--- config.mk ---
export PLATFORM = sky130hd
export DESIGN_NAME = multicycle_control
export DESIGN_NICKNAME = d
export VERILOG_FILES = /design/src/rtl/multicycle_control.sv
export SDC_FILE = /design/constraint.sdc
export NUM_CORES = 1
export LEC_CHECK = 0
export CAP_MARGIN = 25
export CORE_MARGIN = 2
export CORE_UTILIZATION = 45
export CTS_BUF_LIST = sky130_fd_sc_hd__clkbuf_8
export DETAILED_ROUTE_END_ITERATION = 10
export GPL_TIMING_DRIVEN = 0
export HOLD_SLACK_MARGIN = 0.12
export PLACE_DENSITY = 0.81
export SKIP_LAST_GASP = 1
export SLEW_MARGIN = 20
export SYNTH_ARGS = -nofsm -noshare
export SYNTH_HDL_FRONTEND = slang
export SYNTH_SLANG_ARGS = --single-unit
--- constraint.sdc ---
create_clock -name clk_i -period 2.6 [get_ports clk_i]
set_input_delay 0.52 -clock clk_i [delete_from_list [all_inputs] [get_ports clk_i]]
set_output_delay 0.52 -clock clk_i [all_outputs]
set_load 0.02 [all_outputs]
--- src/rtl/multicycle_control.sv ---
// Multi-cycle MIPS-subset control FSM: FETCH/DECODE/EXEC/MEM/WB over a shared ALU and one memory port.
// Memory states wait on mem_ready_i and trap after MEM_TIMEOUT idle cycles; outputs are Moore except irwrite/pcwrite.
module multicycle_control #(
   parameter int         MEM_TIMEOUT = 16,
   parameter int         CNT_W       = 32,
   parameter logic [4:0] LINK_REG    = 5'd31
) (
   input  logic             clk_i,
   input  logic             reset_ni,
   input  logic [31:0]      instr_i,
   input  logic             zero_i,
   input  logic             mem_ready_i,
   output logic             memread_o,
   output logic             memwrite_o,
   output logic             iord_o,
   output logic             irwrite_o,
   output logic             pcwrite_o,
   output logic [1:0]       pcsrc_o,
   output logic             alusrca_o,
   output logic [1:0]       alusrcb_o,
   output logic             immzext_o,
   output logic [2:0]       alucontrol_o,
   output logic             regwrite_o,
   output logic [4:0]       destreg_o,
   output logic [1:0]       wbsel_o,
   output logic             trap_o,
   output logic [1:0]       trap_cause_o,
   output logic [CNT_W-1:0] retired_o
);

   localparam logic [3:0] S_FETCH  = 4'd0,  S_DECODE = 4'd1,  S_EXEC_R = 4'd2,  S_WB_R   = 4'd3,
                          S_EXEC_I = 4'd4,  S_WB_I   = 4'd5,  S_MEMADR = 4'd6,  S_MEMRD  = 4'd7,
                          S_MEMWR  = 4'd8,  S_WB_MEM = 4'd9,  S_BRANCH = 4'd10, S_JUMP   = 4'd11,
                          S_JAL    = 4'd12, S_TRAP   = 4'd13;

   localparam logic [5:0] OP_RTYPE = 6'b000000, OP_LW  = 6'b100011, OP_SW    = 6'b101011,
                          OP_BEQ   = 6'b000100, OP_BNE = 6'b000101, OP_ADDIU = 6'b001001,
                          OP_ORI   = 6'b001101, OP_LUI = 6'b001111, OP_J     = 6'b000010,
                          OP_JAL   = 6'b000011;

   localparam logic [5:0] F_ADDU = 6'b100001, F_SUBU = 6'b100011, F_AND = 6'b100100,
                          F_OR   = 6'b100101, F_SLTU = 6'b101011, F_JR  = 6'b001000;

   localparam int         TW      = (MEM_TIMEOUT < 2) ? 1 : $clog2(MEM_TIMEOUT);
   localparam logic [TW-1:0] TO_LAST = TW'(MEM_TIMEOUT - 1);

   logic [3:0]       state_q, state_d;
   logic [TW-1:0]    tcnt_q, tcnt_d;
   logic [1:0]       cause_q, cause_d;
   logic [CNT_W-1:0] retired_q;
   logic             retire;

   logic [5:0] op, funct;
   logic       funct_ok;
   logic       unused_bits;

   assign op          = instr_i[31:26];
   assign funct       = instr_i[5:0];
   assign funct_ok    = funct inside {F_ADDU, F_SUBU, F_AND, F_OR, F_SLTU, F_JR};
   assign unused_bits = ^{instr_i[25:21], instr_i[10:6]};

   always_comb begin
      state_d = state_q;
      tcnt_d  = '0;
      cause_d = cause_q;
      retire  = 1'b0;
      case (state_q)
         S_FETCH:  if (mem_ready_i) state_d = S_DECODE;
         S_DECODE: begin
            case (op)
               OP_RTYPE:                  state_d = funct_ok ? S_EXEC_R : S_TRAP;
               OP_LW, OP_SW:              state_d = S_MEMADR;
               OP_BEQ, OP_BNE:            state_d = S_BRANCH;
               OP_ADDIU, OP_ORI, OP_LUI:  state_d = S_EXEC_I;
               OP_J:                      state_d = S_JUMP;
               OP_JAL:                    state_d = S_JAL;
               default:                   state_d = S_TRAP;
            endcase
            if (state_d == S_TRAP) cause_d = 2'b01;
         end
         S_EXEC_R: begin
            state_d = (funct == F_JR) ? S_FETCH : S_WB_R;
            retire  = (funct == F_JR);
         end
         S_EXEC_I: state_d = S_WB_I;
         S_MEMADR: state_d = (op == OP_LW) ? S_MEMRD : S_MEMWR;
         S_MEMRD:  if (mem_ready_i) state_d = S_WB_MEM;
         S_MEMWR:  if (mem_ready_i) begin
            state_d = S_FETCH;
            retire  = 1'b1;
         end
         S_WB_R, S_WB_I, S_WB_MEM, S_BRANCH, S_JUMP, S_JAL: begin
            state_d = S_FETCH;
            retire  = 1'b1;
         end
         S_TRAP:   state_d = S_TRAP;
         default:  state_d = S_FETCH;
      endcase
      // Leaving a wait state always zeroes the counter, so entry always starts from 0.
      if ((state_q inside {S_FETCH, S_MEMRD, S_MEMWR}) && !mem_ready_i) begin
         if (tcnt_q == TO_LAST) begin
            state_d = S_TRAP;
            cause_d = 2'b10;
         end else begin
            tcnt_d = tcnt_q + TW'(1);
         end
      end
   end

   always_comb begin
      memread_o    = 1'b0;
      memwrite_o   = 1'b0;
      iord_o       = 1'b0;
      irwrite_o    = 1'b0;
      pcwrite_o    = 1'b0;
      pcsrc_o      = 2'b00;
      alusrca_o    = 1'b0;
      alusrcb_o    = 2'b00;
      immzext_o    = 1'b0;
      alucontrol_o = 3'b010;
      regwrite_o   = 1'b0;
      destreg_o    = 5'd0;
      wbsel_o      = 2'b00;
      case (state_q)
         S_FETCH: begin
            memread_o = 1'b1;
            alusrcb_o = 2'b01;
            irwrite_o = mem_ready_i;
            pcwrite_o = mem_ready_i;
         end
         S_DECODE: alusrcb_o = 2'b11;
         S_EXEC_R: begin
            alusrca_o = 1'b1;
            case (funct)
               F_SUBU:  alucontrol_o = 3'b110;
               F_AND:   alucontrol_o = 3'b000;
               F_OR:    alucontrol_o = 3'b001;
               F_SLTU:  alucontrol_o = 3'b111;
               F_JR: begin
                  pcsrc_o   = 2'b11;
                  pcwrite_o = 1'b1;
               end
               default: alucontrol_o = 3'b010;
            endcase
         end
         S_WB_R: begin
            regwrite_o = 1'b1;
            destreg_o  = instr_i[15:11];
         end
         S_EXEC_I: begin
            alusrca_o = 1'b1;
            alusrcb_o = 2'b10;
            case (op)
               OP_ORI: begin
                  alucontrol_o = 3'b001;
                  immzext_o    = 1'b1;
               end
               OP_LUI:  alucontrol_o = 3'b100;
               default: alucontrol_o = 3'b010;
            endcase
         end
         S_WB_I: begin
            regwrite_o = 1'b1;
            destreg_o  = instr_i[20:16];
         end
         S_MEMADR: begin
            alusrca_o = 1'b1;
            alusrcb_o = 2'b10;
         end
         S_MEMRD: begin
            iord_o    = 1'b1;
            memread_o = 1'b1;
         end
         S_MEMWR: begin
            iord_o     = 1'b1;
            memwrite_o = 1'b1;
         end
         S_WB_MEM: begin
            regwrite_o = 1'b1;
            destreg_o  = instr_i[20:16];
            wbsel_o    = 2'b01;
         end
         S_BRANCH: begin
            alusrca_o    = 1'b1;
            alucontrol_o = 3'b110;
            pcsrc_o      = 2'b01;
            pcwrite_o    = (op == OP_BNE) ? ~zero_i : zero_i;
         end
         S_JUMP: begin
            pcsrc_o   = 2'b10;
            pcwrite_o = 1'b1;
         end
         S_JAL: begin
            pcsrc_o    = 2'b10;
            pcwrite_o  = 1'b1;
            regwrite_o = 1'b1;
            destreg_o  = LINK_REG;
            wbsel_o    = 2'b10;
         end
         default: ;
      endcase
   end

   always_ff @(posedge clk_i or negedge reset_ni) begin
      if (!reset_ni) begin
         state_q   <= S_FETCH;
         tcnt_q    <= '0;
         cause_q   <= 2'b00;
         retired_q <= '0;
      end else begin
         state_q <= state_d;
         tcnt_q  <= tcnt_d;
         cause_q <= cause_d;
         if (retire) retired_q <= retired_q + CNT_W'(1);
      end
   end

   assign trap_o       = (state_q == S_TRAP);
   assign trap_cause_o = cause_q;
   assign retired_o    = retired_q;

endmodule

# Word-level counts from Yosys, hierarchy flattened
# Cells that the tools add are included.
op_classes:
  add_sub_neg: 2
  n_eq_ne: 30
  muxes: 38
  n_bitwise: 1
  n_reduce_logical: 17
ops:
  columns: ["op", "count"]
  rows:
  - ["6-bit equality test (second input constant)", 7]
  - ["4-bit 2-to-1 mux", 10]
  - ["32-bit by 1-bit adder with 32-bit output (second input constant)", 1]
  - ["4-bit equality test (second input constant)", 8]
  - ["4-bit case mux with 8 select lines", 1]
  - ["6-bit by 4-bit equality test with 1-bit output (second input constant)", 4]
  - ["4-bit case mux with 6 select lines", 1]
  - ["4-bit by 3-bit equality test with 1-bit output (second input constant)", 4]
  - ["5-bit case mux with 3 select lines", 1]
  - ["2-bit OR reduction", 7]
  - ["6-bit by 2-bit equality test with 1-bit output (second input constant)", 2]
  - ["6-bit by 3-bit equality test with 1-bit output (second input constant)", 2]
  - ["2-bit 2-to-1 mux", 6]
  - ["2-bit case mux with 3 select lines", 2]
  - ["3-bit case mux with 4 select lines", 1]
  - ["1-bit 2-to-1 mux", 11]
  - ["3-bit case mux with 3 select lines", 1]
  - ["4-bit by 2-bit equality test with 1-bit output (second input constant)", 2]
  - ["4-bit OR reduction", 2]
  - ["6-bit logical NOT", 1]
  - ["3-bit case mux with 2 select lines", 1]
  - ["6-bit nonzero test", 1]
  - ["6-bit OR reduction", 1]
  - ["4-bit by 1-bit adder with 4-bit output (second input constant)", 1]
  - ["other kinds (10)", 10]
totals:
  reg_bits: 42
  input_bits: 36
  out_inout_bits: 57
  word_cells: 92

# Depth between registers and ports, before layout
logic_depth:
  depth_word: 10
  mapped_depth: 7
  depth_no_buf: 5

# Worst setup path before layout
# OpenSTA, ideal clock, no wires.
synth_path:
  kind: "flip-flop to output port"
  start: "register state_q[2]"
  end: "output port pcwrite_o"
  t_arrival_ps: 1903
  t_required_ps: 2080
  path_slack_ps: 177
  path_stages_with_launch: 7
  path_buffers: 2
  path_cell_list: "dfrtp_1 -> buf_6 -> clkbuf_1 -> nand2_1 -> nor3_1 -> a31o_2 -> a211o_1"
synth_between:
  elab_chain_len: 3
  elab_cells_between_ends: 7
  classes_between: "eq/ne: 4; mux: 1; reduce/logical: 2"
synth_rtl:
  columns: ["item", "line", "text"]
  rows:
  - ["start, declared", "47", "logic [3:0] state_q, state_d;"]
  - ["start signal, assigned", "211", "state_q <= state_d;"]
  - ["4-bit equality test", "124", "case (state_q)"]
  - ["2-bit OR reduction (no source line)", null, null]
  - ["1-bit case mux with 4 select lines *", "124", null]
  - ["end, declared", "17", "output logic pcwrite_o,"]
# Mark *: on every way between the ends. The rest lies on a longest branch, timed or not.

# Worst setup path after layout
layout_path:
  start: "input port instr_i[27]"
  end: "output port pcwrite_o"
layout_between:
  elab_chain_len: 3
layout_rtl:
  columns: ["item", "line", "text"]
  rows:
  - ["start, declared", "10", "input logic [31:0] instr_i,"]
  - ["6-bit by 3-bit equality test with 1-bit output", "187", "pcwrite_o = (op == OP_BNE) ? ~zero_i : zero_i;"]
  - ["1-bit 2-to-1 mux", "187", null]
  - ["1-bit case mux with 4 select lines", "124", null]
# Every way passes these cells.

==> key figures <==
Timing
  – Relative slew slack: 70.5%
  – Pins Over Slew Limit: 0
  – Max Fclk: between 300 and 400 MHz
  – Final hold violation count: 0
  – Clock skew: about 0.0067 ns
  – Post-route setup slack: 0.0380 ns
  – Minimum clock period: about 2.6 ns
  – Fin crit share: between 90% and 100%
  – Worst Max-Slew Pin Slew: between 0.4 and 0.5 ns
  – Total Neg Setup Slack: 0 ns
  – RSZ-0062 raised after global routing: true
  – Final setup viols: 0

Setup path
  – CP required: ~2.1 ns
  – Slowest stage delay, CP: 0.43 ns
  – Data arrival, critical path: approximately 2.0 ns
  – Reg-to-reg setup timing slack: 0.67 ns
  – Reg2Reg Depth: 6
  – Reg-to-reg endpoint: trap_cause_o[1]
  – Slowest CP cell: clkdlybuf4s50_1
  – Critical path class: in2out
  – CP cell instances: clkdlybuf4s50_1, buf_6, nor3_2, nand3_1, xnor2_1, a211o_1, buf_4
  – Startpoint types: primary input
  – CP Max Fanout: 10
  – Worst Setup End Kind: output port
  – Reg2reg start: state_q[1]

Routing
  – Via density: between 5 and 6
  – DRC violations left: 0
  – Avg WL per Cell: between 15 and 20 um
  – Routed via count: around 2600
  – Final ANT Viol Nets: 0
  – Iteration-0 DRC Markers: between 150 and 200
  – DRT Wirelength: approximately 7.4 mm
  – TritonRoute pass-1 iters: 4

Pwr
  – Pleak: around 1.7 nW
  – Peak supply drop: around 0.00048 V
  – Cell Pwr Density: slightly above 700 nW/um2
  – Total power: around 2.7 mW

Min path
  – Hold path cells: 1
  – Type of the worst min-delay path: reg2reg
  – Worst Hold Path EP: tcnt_q[0]
  – Min-delay src: tcnt_q[0]

Place
  – Final RePlAce weighted congestion: ~0.9
  – Port Buffer Count: between 70 and 80
  – DP Wirelength: 5.67 mm
  – Post-place setup slack: -0.700 ns
  – Placed insts: ~470

Run
  – Number of max-cap violations: 0

Clock tree
  – CTS tree: yes
  – Max Buffers Root-to-Sink: 2
  – Number of buffers created by CTS: 5
  – Clk sinks: 42
  – Worst-path clk slew: ~0.080 ns
  – CTS root buffer: clkbuf_8
  – Clock Latency Late Sink: around 0.29 ns
  – H-Tree Depth: 2

Global route
  – Pin count of the biggest net entering global routing: 32
  – Vias in the first global route: roughly 2500
  – Total GRT Usage: 22.4%
  – Remaining Overflow, GRT: 0
  – Initial antenna violation count: 0
  – Wire length of the first global-routing pass: approximately 12 mm

Logic synthesis
  – Yosys reg bits: 42
  – Synthesized area: 2780 um2
  – Synth Net Count: between 300 and 400
  – Top_reg_cell synth: dfrtp_1
  – Synth cell types: 62
  – Post-synthesis cell count: 310
  – Ys Warns: 0
  – Sequential element share of the synthesized area: between 30% and 40%
  – Ys async rst share: 100%
  – Mean post-synth cell area: about 9 um2
  – EDFF count, synth: 0

Cells and area
  – Final std cells w/o fill: 473
  – Area grow syn2layout: 37.4%
  – N_diodes: 0
  – Layout cell share with drive strength beyond 1: about 15%
  – Final Net Count: roughly 440
  – Core Util, Final: 64.1%

Floorplan
  – Starting Density: 46.6%
  – IO Pins: 93
  – Core area: ~6000 um2
  – Die ar.: around 6800 um2
  – Die Y-Extent: between 80 and 90 um
  – Die width: 82.6 um
  – Row Count: 28

Run status
  – Status: finished clean
-- logic make-up (layout without fill, tap and decap cells) --
logic type | after synthesis | after routing | share of synthesized area (%)
xor+xnor | 35 | 35 | 11.0
simple gates | 149 | 149 | 30.7
flops | 42 | 42 | 37.9
mux | 2 | 2 | 0.766
fa+ha+maj | 2 | 2 | 0.901
buf+inv | 22 | 110 | 3.97
compound gates | 58 | 58 | 14.7
-- metal layers --
metal	part of all wire [%]	vias up	GRT usage, %
met2	51	46	36.9
met1	44	1292	30.1
li1	-	1288	-
met5	0	-	0
met4	0.65	0	6.07
met3	3.9	4	4.57
-- flip-flops by register name (all words and copies together), names as in the netlist --
name and flops:
trap_cause_o 2, tcnt_q 4, retired_o 32, state_q 4
-- cells in the final DEF, fill, tap and decap left out, types with 6 or more instances in the layout --
cell type,synthesis,routed
a21oi_1,13,13
and3_1,10,10
clkbuf_2,1,10
clkbuf_8,0,8
clkdlybuf4s50_1,0,53
dfrtp_1,42,40
dlygate4sd2_1,0,7
inv_1,7,7
nand2_1,26,26
nand2b_1,9,8
nand3_1,23,23
nand4_1,10,10
nor2_1,30,29
nor3_1,8,6
o21ai_0,11,11
xnor2_1,30,30
-- worst max path at each step --
stage                           start      endpoint  slack (ns)  cells after the start
after floorplan            state_q[2]     pcwrite_o        0.18                      6
after global placement     instr_i[1]     pcwrite_o       -0.68                      6
after detailed placement   instr_i[1]     pcwrite_o       -0.70                      6
after CTS                  instr_i[5]     pcwrite_o       -0.05                      6
after global routing       state_q[3]  destreg_o[3]       -0.06                      6
final                     instr_i[27]     pcwrite_o        0.04                      7
-- cells in the mapped netlist, types with 5 or more instances --
cell      count  area (um2)
nor3_1        8        40.0
o21ai_0      11        55.1
a21oi_1      13        65.1
inv_1         7        26.3
and4_1        5        43.8
a21o_1        5        37.5
clkbuf_1      7        26.3
and3_1       10        62.6
dfrtp_1      42        1050
xor2_1        5        43.8
nand2b_1      9        56.3
nand2_1      26        97.6
nand3_1      23         115
nand4_1      10        62.6
xnor2_1      30         263
nor2_1       30         113
-- report_power, final --
part           total [mW]  internal (mW)  switching (mW)  leakage, nW
combinational        1.40          0.581           0.816         1.04
sequential          0.842          0.735           0.107        0.554
clock               0.489          0.268           0.221       0.0575
-- critical path, delay by kind of cell --
kind            cells  cell delay [ns]
compound gates      1             0.29
simple gates        2             0.34
xor+xnor            1             0.15
buf+inv             3             0.75
-- layout make-up --
type                            instances  area, um2
Tap cell                               75       93.8
Sequential cell                        42       1050
Timing Repair Buffer                   81        779
Fill cell                             507       2140
Multi-Input combinational cell        246       1660
Clock buffer                            8        110
Inverter                                7       26.3
Buffer                                 14       96.3
-- per-stage QoR --
step,cell area [um2],hold slack (ns)
final,3810,0.458
after detailed placement,3680,0.420
after global routing,3810,0.464
after global placement,3660,0.442
after floorplan,2780,0.224
after CTS,3800,0.459
-- timing repair --
item | 4_1_cts | 5_1_grt
pin swaps | 1 | 2
buffers inserted | 0 | 0
resized for setup | 48 | 30
hold buffers | 1 | 0
cloned | 0 | 0
endpoints found under the hold margin | 11 | 0
endpoints found under the setup margin | 20 | 14
(Power assumes the default switching activity.)
